==> src/rtl/regfile_mp_pkg.sv <==
// Shared constants and the pending-write record for the multi-port register file.
// The record is sized for the widest supported configuration; unused upper bits stay zero.
package regfile_pkg;

    localparam int DEF_WIDTH  = 8;
    localparam int DEF_DEPTH  = 8;
    localparam int DEF_NRD    = 2;
    localparam int PEND_AW_MAX = 16;
    localparam int PEND_W_MAX  = 64;

    typedef struct packed {
        logic                   valid;
        logic [PEND_AW_MAX-1:0] addr;
        logic [PEND_W_MAX-1:0]  data;
    } pend_t;

endpackage

==> src/rtl/regfile_mp_if.sv <==
// Write/stall/read bus of the register file; the requester owns the master side.
interface regfile_mp_if
    import regfile_pkg::*;
#(
    parameter int WIDTH = DEF_WIDTH,
    parameter int DEPTH = DEF_DEPTH,
    parameter int NRD   = DEF_NRD
);
    localparam int AW = $clog2(DEPTH);

    logic                 WRITE;
    logic [AW-1:0]        INADDRESS;
    logic [WIDTH-1:0]     IN;
    logic                 BUSY;
    logic [NRD*AW-1:0]    RADDR;
    logic [NRD*WIDTH-1:0] RDATA;
    logic                 PEND_VALID;
    logic                 OVERRUN;

    modport master (
        output WRITE, INADDRESS, IN, BUSY, RADDR,
        input  RDATA, PEND_VALID, OVERRUN
    );

    modport slave (
        input  WRITE, INADDRESS, IN, BUSY, RADDR,
        output RDATA, PEND_VALID, OVERRUN
    );
endinterface

==> src/rtl/regfile_mp_pend.sv <==
// One-entry deferred-write buffer: captures writes during a stall, merges same-address
// writes, flags dropped writes, and tells the array what to commit at each edge.
module regfile_pend
    import regfile_pkg::*;
#(
    parameter int WIDTH   = DEF_WIDTH,
    parameter int AW      = 3,
    parameter int ZERO_R0 = 0
) (
    input  logic             clk_i,
    input  logic             rst_i,
    input  logic             write_i,
    input  logic             busy_i,
    input  logic [AW-1:0]    addr_i,
    input  logic [WIDTH-1:0] data_i,
    output logic             pend_valid_o,
    output logic [AW-1:0]    held_addr_o,
    output logic [WIDTH-1:0] held_data_o,
    output logic             flush_o,
    output logic             commit_new_o,
    output logic             overrun_o
);
    pend_t pend_q, pend_d;
    logic  ovr_q, ovr_d;
    logic  wr_ok;

    // Writes to r0 vanish entirely when r0 is hardwired, so they can never overrun.
    assign wr_ok = write_i && !((ZERO_R0 != 0) && (addr_i == '0));

    always_comb begin
        pend_d       = pend_q;
        ovr_d        = ovr_q;
        flush_o      = 1'b0;
        commit_new_o = 1'b0;
        if (pend_q.valid) begin
            if (busy_i) begin
                if (wr_ok) begin
                    if (addr_i == pend_q.addr[AW-1:0]) begin
                        pend_d.data             = '0;
                        pend_d.data[WIDTH-1:0]  = data_i;
                    end else begin
                        ovr_d = 1'b1;
                    end
                end
            end else begin
                flush_o      = 1'b1;
                commit_new_o = wr_ok;
                pend_d       = '0;
            end
        end else if (wr_ok) begin
            if (busy_i) begin
                pend_d                  = '0;
                pend_d.valid            = 1'b1;
                pend_d.addr[AW-1:0]     = addr_i;
                pend_d.data[WIDTH-1:0]  = data_i;
            end else begin
                commit_new_o = 1'b1;
            end
        end
    end

    always_ff @(posedge clk_i or posedge rst_i) begin
        if (rst_i) begin
            pend_q <= '0;
            ovr_q  <= 1'b0;
        end else begin
            pend_q <= pend_d;
            ovr_q  <= ovr_d;
        end
    end

    assign pend_valid_o = pend_q.valid;
    assign held_addr_o  = pend_q.addr[AW-1:0];
    assign held_data_o  = pend_q.data[WIDTH-1:0];
    assign overrun_o    = ovr_q;

endmodule

==> src/rtl/regfile_mp.sv <==
// Multi-read-port register file with a one-entry stall buffer in front of the array.
// Reads are combinational and see the held entry, but never the in-flight write data.
module regfile_mp
    import regfile_pkg::*;
#(
    parameter int WIDTH   = DEF_WIDTH,
    parameter int DEPTH   = DEF_DEPTH,
    parameter int NRD     = DEF_NRD,
    parameter int ZERO_R0 = 0
) (
    input  logic        CLK,
    input  logic        RESET,
    regfile_mp_if.slave bus
);
    localparam int AW = $clog2(DEPTH);

    logic [WIDTH-1:0] mem_q [DEPTH];
    logic             pend_valid;
    logic [AW-1:0]    held_addr;
    logic [WIDTH-1:0] held_data;
    logic             flush;
    logic             commit_new;
    logic             overrun;

    regfile_pend #(
        .WIDTH   (WIDTH),
        .AW      (AW),
        .ZERO_R0 (ZERO_R0)
    ) u_pend (
        .clk_i        (CLK),
        .rst_i        (RESET),
        .write_i      (bus.WRITE),
        .busy_i       (bus.BUSY),
        .addr_i       (bus.INADDRESS),
        .data_i       (bus.IN),
        .pend_valid_o (pend_valid),
        .held_addr_o  (held_addr),
        .held_data_o  (held_data),
        .flush_o      (flush),
        .commit_new_o (commit_new),
        .overrun_o    (overrun)
    );

    // The new write is applied after the flush so it wins on an equal address.
    always_ff @(posedge CLK or posedge RESET) begin
        if (RESET) begin
            for (int i = 0; i < DEPTH; i++) mem_q[i] <= '0;
        end else begin
            if (flush)      mem_q[held_addr]     <= held_data;
            if (commit_new) mem_q[bus.INADDRESS] <= bus.IN;
        end
    end

    for (genvar k = 0; k < NRD; k++) begin : g_rd
        logic [AW-1:0]    ra;
        logic [WIDTH-1:0] rd;

        assign ra = bus.RADDR[k*AW +: AW];

        always_comb begin
            rd = mem_q[ra];
            if (pend_valid && (ra == held_addr)) rd = held_data;
            if ((ZERO_R0 != 0) && (ra == '0))    rd = '0;
        end

        assign bus.RDATA[k*WIDTH +: WIDTH] = rd;
    end

    assign bus.PEND_VALID = pend_valid;
    assign bus.OVERRUN    = overrun;

endmodule

==> src/flat_wrapper.sv <==
// flat-port wrapper written by rule: the top's interface ports become plain ports
module regfile_mp_flat import regfile_pkg::*;
#(
    parameter int WIDTH   = DEF_WIDTH,
    parameter int DEPTH   = DEF_DEPTH,
    parameter int NRD     = DEF_NRD,
    parameter int ZERO_R0 = 0
)
  (CLK, RESET, bus_WRITE, bus_INADDRESS, bus_IN, bus_BUSY, bus_RADDR, bus_RDATA, bus_PEND_VALID, bus_OVERRUN);
  regfile_mp_if #(.WIDTH(WIDTH), .DEPTH(DEPTH), .NRD(NRD)) bus_i ();
  input  logic CLK;
  input  logic RESET;
  input wire logic [$bits(bus_i.WRITE)-1:0] bus_WRITE;
  input wire logic [$bits(bus_i.INADDRESS)-1:0] bus_INADDRESS;
  input wire logic [$bits(bus_i.IN)-1:0] bus_IN;
  input wire logic [$bits(bus_i.BUSY)-1:0] bus_BUSY;
  input wire logic [$bits(bus_i.RADDR)-1:0] bus_RADDR;
  output wire logic [$bits(bus_i.RDATA)-1:0] bus_RDATA;
  output wire logic [$bits(bus_i.PEND_VALID)-1:0] bus_PEND_VALID;
  output wire logic [$bits(bus_i.OVERRUN)-1:0] bus_OVERRUN;
  assign bus_i.WRITE = bus_WRITE;
  assign bus_i.INADDRESS = bus_INADDRESS;
  assign bus_i.IN = bus_IN;
  assign bus_i.BUSY = bus_BUSY;
  assign bus_i.RADDR = bus_RADDR;
  assign bus_RDATA = bus_i.RDATA;
  assign bus_PEND_VALID = bus_i.PEND_VALID;
  assign bus_OVERRUN = bus_i.OVERRUN;
  regfile_mp #(.WIDTH(WIDTH), .DEPTH(DEPTH), .NRD(NRD), .ZERO_R0(ZERO_R0)) u_core (.CLK(CLK), .RESET(RESET), .bus(bus_i));
endmodule
==> config.mk <==
export PLATFORM = sky130hd
export DESIGN_NAME = regfile_mp_flat
export DESIGN_NICKNAME = d
export VERILOG_FILES = /design/src/rtl/regfile_mp_pkg.sv /design/src/rtl/regfile_mp_if.sv /design/src/rtl/regfile_mp_pend.sv /design/src/rtl/regfile_mp.sv /design/src/flat_wrapper.sv
export SDC_FILE = /design/constraint.sdc
export NUM_CORES = 1
export LEC_CHECK = 0
export CORE_ASPECT_RATIO = 1.25
export CORE_UTILIZATION = 50
export CTS_CLUSTER_DIAMETER = 120
export DETAILED_ROUTE_END_ITERATION = 10
export PLACE_DENSITY_LB_ADDON = 0.15
export SETUP_SLACK_MARGIN = 0.1
export SYNTH_ARGS = -nofsm -noshare
export SYNTH_HDL_FRONTEND = slang
export SYNTH_SLANG_ARGS = --single-unit
==> constraint.sdc <==
create_clock -name CLK -period 7 [get_ports CLK]
set_input_delay 1.4 -clock CLK [delete_from_list [all_inputs] [get_ports CLK]]
set_output_delay 1.4 -clock CLK [all_outputs]
set_load 0.01 [all_outputs]
==> impl_results.md <==
- Outcome: complete, no violations
- Type of origin of the critical path: input pin
- Most numerous cell types in the synthesized netlist: mux2i_1 (80), dfrtp_1 (77), a21oi_1 (58)
- Cell area after placement: 0.00541 mm^2
- Synthesized area per cell: 10.2 um^2
- Clock slew at the register clock pins of the worst setup and hold paths: approximately 0.060 ns
- Total half-perimeter wirelength after legalization and detailed placement: just over 9000 um
- Number of nets produced by synthesis: 525
- Share of power burned in combinational logic: 0.296
- Setup Buffers After CTS: 0
- Non-filler instance count after layout: 635
- Final Instance Area: 0.00569 mm^2
- Number of flip-flops and latches in the synthesized netlist: 77
- Highest-delay cell along the critical path: clkdlybuf4s50_1
- Required arrival time at the worst endpoint: 5.60 ns
- Vias per cell: 6.11
- Number of slew-limit violations in the final report: 0
- Root Buffer Master: clkbuf_16
- Total via count after detailed routing: around 3900
- Critical path's largest stage delay: 0.90 ns
- Finish-stage setup viols: 0
- Most frequently used flop master after synthesis: dfrtp_1
- Initial antenna violation count: 0
- CTS tree: built
- Largest net degree at the start of global routing: 78
- Maximum achievable frequency: 180 MHz
- Total standard cell area after synthesis: 0.00513 mm^2
- Static Leakage: approximately 2.4 nW
- Hold Crit Class: reg2reg
- Delay-heaviest family, CP: buffers and inverters
- Final weighted congestion of routability-driven global placement: 0.873
- Width of the chip: around 93 um
- Netlist cell types: 32
- Cts hold-fix bufs: 0
- Post-route DRC violation count: 0
- Placed cells: roughly 620
- Worst Path Class, Setup: in2out
- Area leader, netlist: dfrtp_1
- Internal power consumption: 1.14 mW
- Number of routed nets with antenna violations: 0
- Number of buffers added on ports: 38
- Core area: 0.0101 mm^2
- Iteration-0 DRC count of the detailed router: 312
- RSZ-0062 raised after global routing: false
- Sum of buffers and inverters on the critical path: 2
- Routed wirelength normalized by instance count: 21.2 um
- Total power after layout: 1.66 mW
- Total number of nets in the final design: 524
- Initial standard-cell utilization of the core: 0.510
- Final period util: 0.795
- Cells along the critical path: clkdlybuf4s50_1, xnor2_1, nand4_1, a21oi_1, clkdlybuf4s50_1
- Area fraction of the dominant cell type after synthesis: 0.375
- Setup crit end kind: primary output
- Worst path most repeated cell: clkdlybuf4s50_1
- Final critical-path required period: 5.57 ns
- Share of total power in the clock network: 0.278
- Overall overflow remaining after global route: 0
- Synth warn: 0
- Area Overhead vs Synth: 10.8%
- Switching component of the power: 520 uW
- Number of gates resized after CTS: 0
- Synthesized instance count: 504
- Proportion of total power due to net switching: 0.314
- Total of max-cap violations: 0
- Setup TNS: 0 ns
- Final wirelength: approximately 13000 um
- Count of antenna diodes in the layout: 0
- Share of layout cells above drive strength 1: 0.125
- Share of flip-flops with an asynchronous set or reset: 1.00
- Part of the Yosys area used for sequential elements: 0.375
- Initial DRT Pass Iterations: 5
- Seq pwr share: 0.426
- Maximum clock insertion buffer count: 2
- Number of top-level pins: 39
- First-pass GRT wire length: between 20000 and 25000 um
- Deepest level of the CTS H-tree: 3
- Total Routing Usage GR: 0.270
- Number of flops mapped to enable cells by yosys: 0
- Num Clock Sinks: 77
- Maximum ir drop on the vdd rail: 138 uV
- Die boundary height: 115 um
- Num rows: 41
- Hold Violations, Final: 0
- Actual transition at the worst max-transition pin: 1.23 ns
- Cell types with the largest area share after synthesis: dfrtp_1 (38%), mux2i_1 (16%), mux4_2 (14%)
- Worst endpoint data arrival time: 4.17 ns
- TritonCTS buffer count: 9
- Maximum net fanout on the critical path: 16
- Final setup skew: 0.00664 ns
- Clk_lat worst skew: 0.34 ns
- Die Area: 0.0107 mm^2
- Worst slew margin relative to its limit: 0.179
- Most frequently used cell type in the post-synthesis netlist: mux2i_1
- Power density relative to cell area: 292 mW/mm^2
- Via count of the first global-routing pass: 3742
## state kept, by name (all words and copies together), names as in the netlist
name / cells
u_core.mem_q: 64
u_core.u_pend.held_addr_o: 3
u_core.u_pend.held_data_o: 8
u_core.u_pend.overrun_o: 1
u_core.u_pend.pend_valid_o: 1
## layer usage
layer / wire length, um / vias to the layer above / GRT usage
met2: 6800 / 121 / 0.457
met1: 5870 / 1938 / 0.360
met4: 179 / 0 / 0.0831
met5: 0 / - / 0
li1: - / 1810 / -
met3: 595 / 13 / 0.0397
## cell type report
cell class	count	area, um^2
inverter	2	7.51
fill	905	4370
timing repair buffer	45	433
tap	129	161
clock inverter	2	35.0
clock buffer	12	246
sequential	77	1930
multi-input combinational	368	2880
## worst reg2reg max path: stages (launching register included)
cell      delay, ns
dfrtp_1        0.42
buf_4          0.29
nand3b_4       0.15
nor3b_2        0.92
mux2i_1        0.27
o21ai_0        0.10
## worst paths after layout
| path | start | to | slack, ns | cells past startpoint |
|---|---|---|---|---|
| max | bus_RADDR[2] | bus_RDATA[2] | 1.43 | 5 |
| min | u_core.u_pend.overrun_o$_DFFE_PP0P_ | u_core.u_pend.overrun_o$_DFFE_PP0P_ | 0.48 | 1 |
| max reg2reg | u_core.u_pend.pend_valid_o$_DFF_PP0_ | u_core.mem_q[13]$_DFF_PP0_ | 4.68 | 5 |
| min reg2reg | u_core.u_pend.overrun_o$_DFFE_PP0P_ | u_core.u_pend.overrun_o$_DFFE_PP0P_ | 0.48 | 1 |
| max in group asynchronous | RESET | u_core.mem_q[56]$_DFF_PP0_ | 4.65 | 3 |
| min in group asynchronous | RESET | u_core.mem_q[41]$_DFF_PP0_ | 1.69 | 3 |
## cells in the final DEF, fill, tap and decap left out, types with 2 or more instances in the layout
cell              n
a31oi_1           8
or3_1             2
nand2b_1          8
o21ai_1           5
nand3b_1          2
nand3b_4          2
a21oi_1          58
xnor2_1           9
mux2i_1          80
dfrtp_1          77
nand4_1           2
nand3b_2          2
and3_1            2
buf_4             7
nor2_1           52
mux4_2           32
clkdlybuf4s50_1  38
a22o_1            6
clkbuf_16         9
clkbuf_1          2
o21ai_0          35
nor3b_2           6
nand3_1           9
nand2_1          44
## metrics by stage
| stage | hold slack [ns] | utilization | setup WS (ns) |
|---|---|---|---|
| global route | 0.500 | 0.566 | 1.34 |
| detailed placement | 0.484 | 0.538 | 1.45 |
| finish | 0.485 | 0.566 | 1.43 |
| global placement | 0.453 | 0.538 | 1.46 |
| CTS | 0.500 | 0.566 | 1.44 |
| floorplan | 0.503 | - | 3.12 |
## cell families (layout without fill, tap and decap cells)
logic type             count (synthesis)  after routing  synth area share
AO/OA/AOI/OAI                        114            114             0.119
XOR/XNOR                               9              9            0.0154
buffers and inverters                 59             61            0.0661
flip-flops                            77             77             0.375
multiplexers                         112            112             0.296
AND/OR/NAND/NOR                      133            133             0.128
## power groups by stage
stage          registers (mW)  clock network (mW)  logic [mW]
2_1_floorplan           0.635                   0       0.380
3_3_place_gp            0.701                   0       0.479
3_5_place_dp            0.709                   0       0.492
4_1_cts                 0.701               0.467       0.494
5_1_grt                 0.720               0.487       0.535
6_report                0.707               0.461       0.490
Power figures use the tool's default switching activity.
